<file path="config.mk">
export PLATFORM = sky130hd
export DESIGN_NAME = lsm_sequencer_flat
export DESIGN_NICKNAME = d
export VERILOG_FILES = /design/src/rtl/lsm_pkg.sv /design/src/rtl/lsm_sequencer_if.sv /design/src/rtl/lsm_priority_enc.sv /design/src/rtl/lsm_sequencer.sv /design/src/flat_wrapper.sv
export SDC_FILE = /design/constraint.sdc
export NUM_CORES = 1
export LEC_CHECK = 0
export CAP_MARGIN = 20
export CORE_MARGIN = 2
export CORE_UTILIZATION = 59
export DETAILED_ROUTE_END_ITERATION = 12
export PLACE_DENSITY = 0.84
export SLEW_MARGIN = 5
export SYNTH_ARGS = -nofsm -noshare
export SYNTH_HDL_FRONTEND = slang
export SYNTH_SLANG_ARGS = --single-unit
</file>
<file path="constraint.sdc">
create_clock -name clk -period 20.6 [get_ports clk]
set_clock_uncertainty 0.1 [all_clocks]
set_input_delay 4.12 -clock clk [delete_from_list [all_inputs] [get_ports clk]]
set_output_delay 4.12 -clock clk [all_outputs]
set_load 0.02 [all_outputs]
</file>
<file path="src/rtl/lsm_pkg.sv">
// Shared definitions for the LDM/STM sequencer: FSM states, {P,U} addressing modes and
// address arithmetic helpers.
package lsm_pkg;

  typedef enum logic [2:0] {
    IDLE  = 3'd0,
    SETUP = 3'd1,
    XFER  = 3'd2,
    WB    = 3'd3,
    DONE  = 3'd4
  } lsm_state_e;

  // Encoded as {P, U}, so bit 0 is the up/down direction.
  typedef enum logic [1:0] {
    MODE_DA = 2'b00,
    MODE_IA = 2'b01,
    MODE_DB = 2'b10,
    MODE_IB = 2'b11
  } lsm_mode_e;

  function automatic logic [4:0] popcount16(input logic [15:0] v);
    logic [4:0] c;
    c = 5'd0;
    for (int i = 0; i < 16; i++) begin
      c = c + {4'd0, v[i]};
    end
    return c;
  endfunction

  function automatic logic [31:0] start_addr(input lsm_mode_e mode, input logic [31:0] b,
                                             input logic [4:0] n);
    logic [31:0] span;
    logic [31:0] a;
    span = {25'd0, n, 2'b00};
    case (mode)
      MODE_IA: a = b;
      MODE_IB: a = b + 32'd4;
      MODE_DA: a = b - span + 32'd4;
      MODE_DB: a = b - span;
      default: a = b;
    endcase
    return a;
  endfunction

  function automatic logic [31:0] final_base(input lsm_mode_e mode, input logic [31:0] b,
                                             input logic [4:0] n);
    logic [31:0] span;
    span = {25'd0, n, 2'b00};
    return mode[0] ? (b + span) : (b - span);
  endfunction

endpackage

</file>
<file path="src/rtl/lsm_sequencer_if.sv">
// Memory-side beat handshake of the LDM/STM sequencer, including the register-bank
// index/load strobe that accompanies each beat.
interface lsm_sequencer_if;
  logic        mem_req;
  logic        mem_we;
  logic [31:0] addr;
  logic [3:0]  reg_num;
  logic        ld_reg;
  logic        mem_ready;

  modport master (output mem_req, mem_we, addr, reg_num, ld_reg, input mem_ready);
  modport slave  (input mem_req, mem_we, addr, reg_num, ld_reg, output mem_ready);
endinterface

</file>
<file path="src/rtl/lsm_priority_enc.sv">
// 16-bit lowest-set-bit encoder; picks the next register of an LDM/STM list.
module lsm_priority_enc (
  input  logic [15:0] vec,
  output logic [3:0]  idx,
  output logic        valid
);

  // Scan downward so the lowest set bit is the final, winning assignment.
  always_comb begin
    idx = 4'd0;
    for (int i = 15; i >= 0; i--) begin
      idx = vec[i] ? 4'(i) : idx;
    end
  end

  assign valid = |vec;

endmodule

</file>
<file path="src/rtl/lsm_sequencer.sv">
// LDM/STM sequencer: one memory beat per listed register, lowest register at lowest address.
// Build macro LSM_WRITEBACK_EN enables the base writeback state (W bit); otherwise W is ignored.
module lsm_sequencer
  import lsm_pkg::*;
(
  input  logic            clk,
  input  logic            rst,
  input  logic            start,
  input  logic [31:0]     ir,
  input  logic [31:0]     base,
  output logic            busy,
  output logic            wb_en,
  output logic [31:0]     wb_value,
  output logic            done,
  lsm_sequencer_if.master mem
);

  lsm_state_e  state_r, state_next_s;
  lsm_mode_e   mode_r, mode_next_s;
  logic [15:0] list_r, list_next_s;
  logic [4:0]  cnt_r, cnt_next_s;
  logic [4:0]  n_s;
  logic [31:0] base_r, base_next_s;
  logic [31:0] addr_r, addr_next_s;
  logic        l_r, l_next_s;
  logic        busy_r, mem_req_r, mem_we_r, done_r;
  logic [3:0]  reg_num_r, enc_idx_s;
  logic        enc_valid_unused_s;
  logic        unused_ir_s;
`ifdef LSM_WRITEBACK_EN
  logic        w_r, w_next_s;
  logic [31:0] wbv_r, wbv_next_s;
  logic        wb_en_r;
`endif

  assign n_s = popcount16(list_r);

  lsm_priority_enc u_enc (
    .vec   (list_next_s),
    .idx   (enc_idx_s),
    .valid (enc_valid_unused_s)
  );

  // Next-state and datapath update; the operation works only from values captured at start.
  always_comb begin
    state_next_s = state_r;
    mode_next_s  = mode_r;
    list_next_s  = list_r;
    cnt_next_s   = cnt_r;
    base_next_s  = base_r;
    addr_next_s  = addr_r;
    l_next_s     = l_r;
`ifdef LSM_WRITEBACK_EN
    w_next_s     = w_r;
    wbv_next_s   = wbv_r;
`endif
    case (state_r)
      IDLE: begin
        if (start) begin
          state_next_s = SETUP;
          list_next_s  = ir[15:0];
          mode_next_s  = lsm_mode_e'({ir[24], ir[23]});
          l_next_s     = ir[20];
          base_next_s  = base;
`ifdef LSM_WRITEBACK_EN
          w_next_s     = ir[21];
`endif
        end else begin
          state_next_s = IDLE;
        end
      end
      SETUP: begin
        cnt_next_s  = n_s;
        addr_next_s = start_addr(mode_r, base_r, n_s);
`ifdef LSM_WRITEBACK_EN
        wbv_next_s  = final_base(mode_r, base_r, n_s);
`endif
        if (n_s == 5'd0) begin
          state_next_s = DONE;
        end else begin
          state_next_s = XFER;
        end
      end
      XFER: begin
        if (mem.mem_ready) begin
          list_next_s = list_r & ~(16'd1 << reg_num_r);
          cnt_next_s  = cnt_r - 5'd1;
          addr_next_s = addr_r + 32'd4;
          if (cnt_r == 5'd1) begin
`ifdef LSM_WRITEBACK_EN
            state_next_s = w_r ? WB : DONE;
`else
            state_next_s = DONE;
`endif
          end else begin
            state_next_s = XFER;
          end
        end else begin
          state_next_s = XFER;
        end
      end
`ifdef LSM_WRITEBACK_EN
      WB:      state_next_s = DONE;
`endif
      DONE:    state_next_s = IDLE;
      default: state_next_s = IDLE;
    endcase
  end

  // FSM state register.
  always_ff @(posedge clk or negedge rst) begin
    if (!rst) begin
      state_r <= IDLE;
    end else begin
      state_r <= state_next_s;
    end
  end

  // Datapath registers; outputs are decoded from the next state so they align with it.
  always_ff @(posedge clk or negedge rst) begin
    if (!rst) begin
      mode_r    <= MODE_DA;
      list_r    <= 16'd0;
      cnt_r     <= 5'd0;
      base_r    <= 32'd0;
      addr_r    <= 32'd0;
      l_r       <= 1'b0;
      busy_r    <= 1'b0;
      mem_req_r <= 1'b0;
      mem_we_r  <= 1'b0;
      reg_num_r <= 4'd0;
      done_r    <= 1'b0;
    end else begin
      mode_r    <= mode_next_s;
      list_r    <= list_next_s;
      cnt_r     <= cnt_next_s;
      base_r    <= base_next_s;
      addr_r    <= addr_next_s;
      l_r       <= l_next_s;
      busy_r    <= (state_next_s != IDLE);
      mem_req_r <= (state_next_s == XFER);
      mem_we_r  <= (state_next_s == XFER) & ~l_next_s;
      reg_num_r <= (state_next_s == XFER) ? enc_idx_s : 4'd0;
      done_r    <= (state_next_s == DONE);
    end
  end

`ifdef LSM_WRITEBACK_EN
  // Writeback bookkeeping: W flag, final base value and the one-cycle write strobe.
  always_ff @(posedge clk or negedge rst) begin
    if (!rst) begin
      w_r     <= 1'b0;
      wbv_r   <= 32'd0;
      wb_en_r <= 1'b0;
    end else begin
      w_r     <= w_next_s;
      wbv_r   <= wbv_next_s;
      wb_en_r <= (state_next_s == WB);
    end
  end

  assign wb_en       = wb_en_r;
  assign wb_value    = wbv_r;
  assign unused_ir_s = ^{ir[31:25], ir[22], ir[19:16]};
`else
  assign wb_en       = 1'b0;
  assign wb_value    = 32'd0;
  assign unused_ir_s = ^{ir[31:25], ir[22:21], ir[19:16]};
`endif

  assign busy        = busy_r;
  assign done        = done_r;
  assign mem.mem_req = mem_req_r;
  assign mem.mem_we  = mem_we_r;
  assign mem.addr    = addr_r;
  assign mem.reg_num = reg_num_r;
  // Load strobe must coincide with the completing beat, so it follows mem_ready directly.
  assign mem.ld_reg  = mem_req_r & mem.mem_ready & l_r;

endmodule

</file>
<file path="src/flat_wrapper.sv">
// flat-port wrapper written by rule: the top's interface ports become plain ports
module lsm_sequencer_flat import lsm_pkg::*;
  (clk, rst, start, ir, base, busy, wb_en, wb_value, done, mem_mem_req, mem_mem_we, mem_addr, mem_reg_num, mem_ld_reg, mem_mem_ready);
  lsm_sequencer_if mem_i ();
  input  logic clk;
  input  logic rst;
  input  logic start;
  input  logic [31:0] ir;
  input  logic [31:0] base;
  output logic busy;
  output logic wb_en;
  output logic [31:0] wb_value;
  output logic done;
  output wire logic [$bits(mem_i.mem_req)-1:0] mem_mem_req;
  output wire logic [$bits(mem_i.mem_we)-1:0] mem_mem_we;
  output wire logic [$bits(mem_i.addr)-1:0] mem_addr;
  output wire logic [$bits(mem_i.reg_num)-1:0] mem_reg_num;
  output wire logic [$bits(mem_i.ld_reg)-1:0] mem_ld_reg;
  input wire logic [$bits(mem_i.mem_ready)-1:0] mem_mem_ready;
  assign mem_mem_req = mem_i.mem_req;
  assign mem_mem_we = mem_i.mem_we;
  assign mem_addr = mem_i.addr;
  assign mem_reg_num = mem_i.reg_num;
  assign mem_ld_reg = mem_i.ld_reg;
  assign mem_i.mem_ready = mem_mem_ready;
  lsm_sequencer u_core (.clk(clk), .rst(rst), .start(start), .ir(ir), .base(base), .busy(busy), .wb_en(wb_en), .wb_value(wb_value), .done(done), .mem(mem_i));
endmodule
</file>
# Yosys cells after proc, flatten, opt, wreduce, memory -nomap -nowiden
# Index checks and enable logic that the tools add are counted.
[word_totals] romBits=0 regBits=99 ram_bits=0 latch_bits=0 elab_cells=87 inputBits=68 output_inout_bits=74 n_memories=0
[op_classes] shifts=1 div_mod_pow=0 n_reduce_logical=7 add_sub_neg=20 mux=32 mul=0 n_eq_ne=9 order_cmp=0 n_bitwise=6
[ops] op="$pmux 32 s4" n=1
[ops] op="$add 32x3->32 const B" n=3
[ops] op="$add 5x1->5" n=14
[ops] op="$mux 4" n=17
[ops] op="$pmux 32 s2" n=1
[ops] op="$mux 16" n=2
[ops] op="$mux 32" n=1
[ops] op="$pmux 16 s2" n=1
[ops] op="$sub 32x7->32" n=1
[ops] op="$and 16x16->16" n=1
[ops] op="$not 16->16" n=1
[ops] op="$shl 1x4->16 const A" n=1
[ops] op="$pmux 5 s2" n=1
[ops] op="$mux 3" n=3
[ops] op="$pmux 3 s3" n=1
[ops] op="$eq 3x2->1 const B" n=2
[ops] op="$eq 5x1->1 const B" n=1
[ops] op="$logic_not 5->1" n=1
[ops] op="$mux 5" n=1
[ops] op="$sub 5x1->5 const B" n=1
[ops] op="$eq 2x2->1 const B" n=2
[ops] op="$reduce_and 2->1" n=2
[ops] op="$and 1x1->1" n=3
[ops] op="$eq 3x1->1 const B" n=1
[ops] op="10 further kinds" n=12

# Longest topological paths before layout
[depth] word_depth=22 mapped_depth=25

# By module
# A second synthesis with hierarchy kept.
[unflattened] cells_unflattened=1011 hier_area_um2=8172.8
[by_module_without_submodules] mod="lsm_sequencer" cells_per_inst=977 instances=1 area_each_um2=7996.4
[by_module_without_submodules] mod="lsm_priority_enc" cells_per_inst=34 instances=1 area_each_um2=176.4

# Least setup slack after synthesis
# Ideal clock, no wire load.
[synth_timing] kind="in2out" start="input mem_mem_ready" end="output mem_ld_reg" arrival_ns=4.360 setup_slack_ns=12.020 required_ns=16.380 stages=1 path_cell_list="and3_1"
[synth_via] elab_chain_len=2
[synth_lines] element="start, declared" line="flat_wrapper.sv:19" rtl="input wire logic [$bits(mem_i.mem_ready)-1:0] mem_mem_ready;"
[synth_lines] element="$and 1x1->1 (2 in series)" line="lsm_sequencer.sv:178" rtl="assign mem.ld_reg = mem_req_r & mem.mem_ready & l_r;"
[synth_lines] element="end, declared" line="flat_wrapper.sv:18" rtl="output wire logic [$bits(mem_i.ld_reg)-1:0] mem_ld_reg;"
# No other way between the ends.

# Worst setup path after layout
# Ends and elaborated chain as after synthesis.

==> summary.txt <==
Global route
  – Number of global-route vias before repair: 7461
  – All-Layer GR Usage: 0.315
  – Largest net degree at the start of global routing: 60
  – Global-route wire length before repair: 37800 um
  – Initial antenna violation count: 0
  – Global route overflow: 0

Critical path
  – CP startpoint kind: input pin
  – Crit-path max FO: 5
  – CP max stage cell: clkdlybuf4s50_1
  – Worst-case reg-to-reg path depth: 22
  – Most common cell on crit path: clkdlybuf4s50_1
  – CP Cell Sequence: clkdlybuf4s50_1 > and3_1 > clkdlybuf4s50_1
  – Crit-path leading delay family: buffers and inverters
  – Critical path depth: 3
  – Setup crit end kind: output port
  – Critical path buffer and inverter count: 2
  – Biggest cell delay along the critical path: 0.61 ns
  – Crit path from: mem_mem_ready
  – R2r startpoint: u_core.list_r[1]
  – Setup Crit Path Kind: in2out
  – CP arrival: 5.51 ns
  – Req. time, crit path: 16.38 ns

Synth
  – Post-synthesis register bit count: 99
  – Synth async-reset ratio: 1.00
  – Synth cell types: 93
  – Mapped cell area: 8510 um^2
  – Mapped Cells: 1052
  – Sequential share of the synthesized area: 0.291
  – Syn_area_per_cell: 8.09 um^2
  – Number of synthesized flops with an enable pin: 0
  – Top FF cell, synth: dfrtp_1
  – Synth warn: 0

Final layout
  – Fin util: 0.696
  – Non-Filler Instances: 1287
  – Ant. Diodes: 0
  – Filler Cells Inserted: 1142
  – Layout area overhead: 14.4%
  – Final nets: 1196
  – Layout cells sized above 1: 0.0885
  – Commonest non-fill, non-tap cell in the layout: dfrtp_1
  – Final Cell Area: 9740 um^2
  – Commonest cells after routing, fill and taps aside: dfrtp_1, clkdlybuf4s50_1, nand2_1

CTS
  – Clock Pin Slew Worst Setup and Hold Paths: 0.06 ns
  – CTS tree: done
  – Bufs on Longest Clock Path: 2
  – CTS H-tree depth: 3
  – Root buffer cell: clkbuf_16
  – CTS Buf Count: 9
  – Post-CTS sizing: 0
  – Post-CTS Setup Repair Bufs: 0
  – CTS Hold Bufs: 0
  – Clk_lat worst skew: 0.36 ns
  – Clock sinks: 99

Place
  – Post-DP HPWL: 17200 um
  – RePlAce Congestion: 0.969
  – I/O Buffers: 95
  – Placed insts: 1271
  – Placed Area: 9390 um^2

Status
  – Status: finished, final reports clean

Min path
  – Hold path cells: 2
  – Hold Path Class: reg2reg
  – Worst hold start: u_core.base_r[1]

STA
  – Max_slew headroom: 0.328
  – Final Max Tran Viols: 0
  – Final Hold Violating Endpoints: 0
  – Worst-Margin Slew: 0.999 ns
  – Part of the cycle the worst path needs: 0.473
  – Fin Setup TNS: 0 ns
  – Post-layout min period: 9.73 ns
  – RSZ-0062 raised after global routing: false
  – Fmax: 103 MHz
  – Final setup viols: 0

Die
  – Die Area: 15400 um^2
  – Chip height: 124 um
  – IO Pins: 142
  – # rows: 43
  – Core footprint: 14000 um^2
  – Initial Utilization: 0.609
  – Die Wd: 124 um

Detailed routing
  – Routed Antenna Nets: 0
  – Initial DRC Count: 1188
  – DR vias: 8432
  – Vias/cell: 6.55
  – DRC viols: 0
  – Wire length per cell: 18.2 um
  – DR pass1 iterations: 8
  – WL final: 23500 um

Job
  – # Max-Cap Violations: 0
worst register-to-register path, cell delays in order (launching register included):
cell and delay, ns:
dfrtp_1 0.40, ha_1 0.28, inv_1 0.04, fa_1 0.47
inv_1 0.06, fa_1 0.48, fa_1 0.52, inv_1 0.05
fa_1 0.45, fa_1 0.42, fa_1 0.49, nor2b_1 0.14
o21ai_0 0.21, ha_1 0.36, or3_1 0.47, nor3_1 0.65
nand3_1 0.43, nor4_2 0.33, o22ai_2 0.18, or4b_4 0.57
or4_1 0.51, a221oi_2 0.29, o31ai_1 0.11
flip-flops by register name, summed over array words and instances, names as in the netlist:
| name | count |
|---|---|
| u_core.base_r | 32 |
| u_core.mem.addr | 32 |
| u_core.list_r | 16 |
| u_core.cnt_r | 5 |
| u_core.mem.reg_num | 4 |
| u_core.state_r | 3 |
| u_core.mode_r | 2 |
| u_core.busy | 1 |
| u_core.done | 1 |
| u_core.l_r | 1 |
| u_core.mem.mem_req | 1 |
| u_core.mem.mem_we | 1 |
worst paths after layout:
check	to	slack (ns)
min in group asynchronous	u_core.mem.reg_num[2]	3.66
max in group asynchronous	u_core.mem.addr[23]	15.66
worst min-delay path	u_core.mem.addr[1]	0.38
worst min register to register	u_core.mem.addr[1]	0.38
worst max-delay path	mem_ld_reg	10.87
worst max register to register	u_core.mem.addr[25]	12.42
logic make-up after synthesis:
logic type,after synthesis,synth area share
buffers and inverters,140,0.0789
XOR/XNOR,38,0.0442
AO/OA/AOI/OAI,294,0.223
AND/OR/NAND/NOR,405,0.252
other,1,0.000440
flip-flops,99,0.291
adder cells (fa/ha/maj),27,0.0495
multiplexers,48,0.0607
per-layer routing:
metal  GRT usage  share of wire  vias to the layer above
met4       0.110          0.020                        0
met5           0              0                        -
met3      0.0646           0.12                       54
met1       0.475           0.44                     3953
met2       0.446           0.42                      563
li1            -              -                     3862
stage by stage:
stage	hold slack, ns	setup WS (ns)
after detailed placement	0.357	10.87
after global routing	0.396	10.84
after global placement	0.346	10.88
after floorplan	0.335	12.02
after CTS	0.374	10.87
final	0.375	10.87
final cells by class:
type	instances	area, um^2	share of cell area
Clock buffer	10	239	0.0245
Timing Repair Buffer	106	1030	0.106
Clock inverter	6	113	0.0116
Inverter	41	154	0.0158
Multi-Input combinational cell	845	5500	0.565
Tap cell	180	225	0.0231
Sequential cell	99	2480	0.254
Yosys cell counts (all sizes together), types with 12 or more instances:
library cell	number	share of area
o21ai	88	0.052
clkbuf	55	0.024
nor4	21	0.019
a21oi	81	0.048
nor2	88	0.040
or3	22	0.017
a31oi	20	0.015
ha	15	0.022
mux2i	19	0.022
and3	14	0.010
o31ai	15	0.013
nor3	38	0.024
dfrtp	99	0.29
buf	44	0.037
mux2	29	0.038
xnor2	25	0.026
inv	41	0.018
nand2	90	0.040
nor2b	12	0.0088
nand3	43	0.025
Power is left out: the tool's default activity adds up to more than one toggle a clock period on the data nets, which glitch-free logic cannot reach.
